`config.mk`:
```
export PLATFORM = sky130hd
export DESIGN_NAME = sign_extend_unit
export DESIGN_NICKNAME = d
export VERILOG_FILES = /design/src/rtl/sign_extend_unit.sv
export SDC_FILE = /design/constraint.sdc
export NUM_CORES = 1
export LEC_CHECK = 0
export CORE_AREA = 2 2 39 41
export CTS_CLUSTER_DIAMETER = 200
export CTS_CLUSTER_SIZE = 16
export DETAILED_ROUTE_END_ITERATION = 16
export DIE_AREA = 0 0 41 43
export GPL_ROUTABILITY_DRIVEN = 1
export GPL_TIMING_DRIVEN = 0
export PLACE_DENSITY_LB_ADDON = 0.08
export REMOVE_ABC_BUFFERS = 1
export SYNTH_ARGS = -nofsm -noshare
export SYNTH_HDL_FRONTEND = slang
export SYNTH_SLANG_ARGS = --single-unit
```
`constraint.sdc`:
```
create_clock -name clk -period 1.52 [get_ports clk]
set_input_delay 0.456 -clock clk [delete_from_list [all_inputs] [get_ports clk]]
set_output_delay 0.456 -clock clk [all_outputs]
set_load 0.03 [all_outputs]
```
`src/rtl/sign_extend_unit.sv`:
```
// sign_extend_unit: registered immediate widening for the 16-bit datapath.
// Takes the IN_W-bit instruction immediate and produces an OUT_W-bit operand,
// sign- or zero-extended, one cycle later with a valid flag. IN_W must be at
// least 2 and strictly less than OUT_W.
module sign_extend_unit #(
  parameter int IN_W  = 5,
  parameter int OUT_W = 16
) (
  input  logic             clk,
  input  logic             rst,
  input  logic             in_valid,
  input  logic             zext,
  input  logic [IN_W-1:0]  d_in,
  output logic             out_valid,
  output logic [OUT_W-1:0] d_out
);

  localparam int STAGES = 1;
  localparam int EXT_W  = OUT_W - IN_W;

  // Valid travels alongside the data: stage 0 is the incoming qualifier.
  logic [STAGES:0]  vld_pipe;
  logic             ext_bit;
  logic [OUT_W-1:0] ext_val;

  // The fill bit is the immediate MSB for signed operands, zero otherwise.
  always_comb begin
    vld_pipe[0] = in_valid;
    ext_bit     = d_in[IN_W-1] & ~zext;
    ext_val     = {{EXT_W{ext_bit}}, d_in};
  end

  // Valid shifts every cycle; reset clears it so nothing in flight survives.
  always_ff @(posedge clk) begin
    if (rst) vld_pipe[STAGES:1] <= '0;
    else     vld_pipe[STAGES:1] <= vld_pipe[STAGES-1:0];
  end

  // Data only loads on a qualified input, so idle-cycle junk never reaches d_out.
  always_ff @(posedge clk) begin
    if (rst)           d_out <= '0;
    else if (in_valid) d_out <= ext_val;
  end

  assign out_valid = vld_pipe[STAGES];

endmodule

```
## Yosys cells after proc, flatten, opt, wreduce, memory -nomap -nowiden

Index checks and enable logic that the tools add are counted.
Widths: inputs -> output; s select.

- Output and inout bits: 17
- Bits in registers: 7
- Logic and storage cells: 4

- Bitwise logic cells: 2

Operators by type and width:

| kind | number |
|---|---|
| $and 1x1->1 | 1 |
| $not 1->1 | 1 |

## Depth between registers and ports, before layout

- Word-level depth: 2
- Mapped depth: 3
- Mapped depth without buffers: 2

## Least setup slack after synthesis

No wires, ideal clock.

- Path kind: register -> output
- Start: register, netlist name d_out[5]
- End: output port d_out[10]
- Data arrival time: 0.896 ns
- Stages on the path, launching flop included: 2
- Buffers on the path: 1
- Setup slack: 0.168 ns
- Required time: 1.064 ns
- Path through: dfxtp_1 buf_4

RTL lines:

| element | RTL line | text |
|---|---|---|
| end, declared | 15 | `output logic [OUT_W-1:0] d_out` |

No word-level cell between the ends.

## Worst setup path in the final report

- Start: register, netlist name d_out[5]
- End: output port d_out[15]

No word-level cell between the ends.

==> summary.md <==
| Metric | Value |
|---|---|
| Xor/xnor share of the synthesized area | `0%` |
| Synth Cell Area | `approximately 320 sq um` |
| Worst Tran Pin Value | `approximately 390 ps` |
| Post-synthesis cell type count | `9` |
| Slew Viols, Final | `0` |
| CP Data Arrival Time | `~990 ps` |
| Drt wl/cell | `9.64 um` |
| GRT Resource Usage Total | `~8.2%` |
| Final-layout fill cell count | `between 100 and 150` |
| Cts bufs inserted | `3` |
| N_diodes | `0` |
| Final setup skew | `0 ps` |
| DRC | `0` |
| Average cell area after synthesis | `slightly above 10 sq um` |
| Detail Route Antenna Nets | `0` |
| Clk pin slew, worst setup/hold paths | `around 50 ps` |
| Top fanout value on the critical path | `12` |
| Number of maximum-capacitance constraint violations | `0` |
| Multiplexer share of the synthesized area | `15.4%` |
| Critical Path RT | `1060 ps` |
| Vias in the first global route | `approximately 230` |
| Die outline height | `43 um` |
| Power density over the cells | `871 mW/mm^2` |
| Tightest hold margin | `slightly below 500 ps` |
| Detailed route wirelength on metal3 | `roughly 120 um` |
| Cell chosen for the clock root | `sky130_fd_sc_hd__clkbuf_4` |
| Number of standard-cell rows in the floorplan | `14` |
| Cell internal pwr | `345 uW` |
| Relative max-transition margin | `around three quarters` |
| Kind of critical path | `register to primary output` |
| Global route overflow | `0` |
| Critical Path Source Type | `register` |
| Unrepaired setup endpoints after global routing | `no` |
| Leakage power | `0.235 nW` |
| Port Buffers | `25` |
| Worst VDD drop | `0.532 mV` |
| Post-DR vias/cell | `between 3 and 4` |
| Maximum number of pins on one net before global-route repair | `13` |
| Post-synthesis to final-layout area growth | `67.2%` |
| Sequential share of power | `about 43%` |
| Switching share of power | `a little over a quarter` |
| Die Area | `roughly 0.0018 sq mm` |
| Synthesized-area fraction occupied by ao, oa, aoi and oai cells | `between 2 and 3%` |
| Dominant delay contributor by cell family on the critical path | `flip-flops` |
| Final weighted congestion in routability-driven placement | `around 0.51` |
| Global-route wire length before repair | `approximately 940 um` |
| Cell count after synthesis | `32` |
| Fraction of final layout cells sized beyond drive strength 1 | `32.0%` |
| Net count reported at finish | `60` |
| Fmax | `slightly below 0.7 GHz` |
| Adder-cell share of the synthesized area | `0%` |
| Core ar. | `0.00138 sq mm` |
| Highest Signal Layer | `met3` |
| Later-pin clock latency in the skew report | `around 240 ps` |
| Final period util | `a little over nine tenths` |
| Setup slack of the worst register-to-register path | `just over 800 ps` |
| Number of DRC violations after detailed-routing iteration 0 | `0` |
| Count of H-tree levels built during CTS | `1` |
| Via total after detailed routing | `between 200 and 300` |
| Most common cell after layout, fill and taps aside | `sky130_fd_sc_hd__clkdlybuf4s15_2` |
| Combinational share of power | `23.8%` |
| HP Class | `register to register` |
| Simple-gate portion of the synthesized area | `between 10% and 20%` |
| Total of flip-flops plus latches after synthesis | `7` |
| Clock Sinks | `7` |
| Met2 WL post-DR | `~260 um` |
| Clock tree from TritonCTS | `built` |
| Net switching power | `approximately 130 uW` |
| Hold buffer count at cts | `0` |
| Fin. Hold Viols | `0` |
| CP max stage cell | `sky130_fd_sc_hd__dfxtp_2` |
| Metal1 wirelength | `between 200 and 250 um` |
| Horizontal die dimension | `approximately 41 um` |
| Starting density of the core | `approximately a quarter` |
| Clock network power share | `between 30% and 40%` |
| Commonest cells after routing, fill and taps aside | `11 x sky130_fd_sc_hd__clkdlybuf4s15_2, 8 x sky130_fd_sc_hd__clkdlybuf4s50_1, 6 x sky130_fd_sc_hd__dfxtp_1, 6 x sky130_fd_sc_hd__dlygate4sd2_1` |
| DRT Wirelength | `between 600 and 700 um` |
| Antenna violations before repair | `0` |
| CP cell instances | `clkdlybuf4s15_2` |
| Setup violators final | `0` |
| Clock Tree Buf Depth | `2` |
| Status | `completed` |
| Synth Warn # | `0` |
| # IOs | `26` |
| Register area share after synthesis | `43.2%` |
| PnR Total Power | `about 470 uW` |
| Tmin final | `roughly 1400 ps` |
| Combinational family with the most area after synthesis | `buffers and inverters` |
| Peak per-stage delay on the critical path | `approximately 420 ps` |
| Number of detailed-routing iterations run before antenna repair | `1` |
| Buffers and inverters on the worst path | `1` |
| Crit path capture type | `primary output` |
[final timing paths]
kind,start,to,cells after the start
hold / removal,d_out[4],d_out[4],2
setup / recovery,d_out[5],d_out[15],1
hold reg to reg,d_out[4],d_out[4],2
setup reg to reg,d_out[5],d_out[5],2
[cell usage after synthesis]
library cell | count | area [sq um]
sky130_fd_sc_hd__dfxtp_1 | 7 | 140
sky130_fd_sc_hd__buf_4 | 10 | 75.1
sky130_fd_sc_hd__nor2b_1 | 1 | 6.26
sky130_fd_sc_hd__nor2_1 | 5 | 18.8
sky130_fd_sc_hd__a21oi_2 | 1 | 8.76
sky130_fd_sc_hd__nand2b_1 | 1 | 6.26
sky130_fd_sc_hd__buf_6 | 1 | 11.3
sky130_fd_sc_hd__mux2i_1 | 5 | 50.1
sky130_fd_sc_hd__nand3b_1 | 1 | 7.51
[stage by stage]
step | TNS, ps | cell area [sq um] | utilization (%) | cells | setup WS [ps]
2_1_floorplan | -16090 | 238 | - | 21 | -1340
4_1_cts | 0 | 542 | 39.2 | 66 | 52.5
3_3_place_gp | -1790 | 508 | 36.7 | 62 | -142
3_5_place_dp | -2400 | 508 | 36.7 | 62 | -186
6_report | 0 | 542 | 39.2 | 66 | 73.2
5_1_grt | 0 | 542 | 39.2 | 66 | 1.09
[routing by layer]
layer / up-vias / track usage, %
met2: 23 / 11.9
met1: 107 / 8.82
met5: - / 0
met4: 0 / 2.00
li1: 128 / -
met3: 0 / 6.81
[state kept, by name, summed over array words and instances, names as in the netlist]
signal / count
out_valid: 1
d_out: 6
[power by group through the flow]
stage / sequential (mW) / combinational (mW) / clock, mW
4_1_cts: 0.201 / 0.114 / 0.169
2_1_floorplan: 0.245 / 0.0145 / 0
6_report: 0.201 / 0.112 / 0.159
3_5_place_dp: 0.204 / 0.123 / 0
5_1_grt: 0.202 / 0.120 / 0.178
3_3_place_gp: 0.204 / 0.122 / 0
[logic make-up after synthesis]
logic type	Yosys count
DFF	7
buffers and inverters	11
and+or+nand+nor	8
AOI/OAI and AO/OA	1
muxes	5
[cell type report]
type	instances	area, sq um	share of cell area [%]
clock buffer	4	26.3	4.85
multi-input combinational	14	97.6	18.0
sequential	7	141	26.1
tap	16	20.0	3.70
timing repair buffer	25	256	47.3
[worst register-to-register path, cell delays in order, from the launching register on]
cell                       delay, ps
sky130_fd_sc_hd__dfxtp_2         420
sky130_fd_sc_hd__nand2b_1         90
sky130_fd_sc_hd__a21oi_2         110
[repair_timing]
item / CTS / global route
endpoints found under the setup margin: 17 / 0
gates resized for setup: 40 / 0
buffers inserted: 0 / 0
No activity file was read; power rests on OpenSTA's default activity.
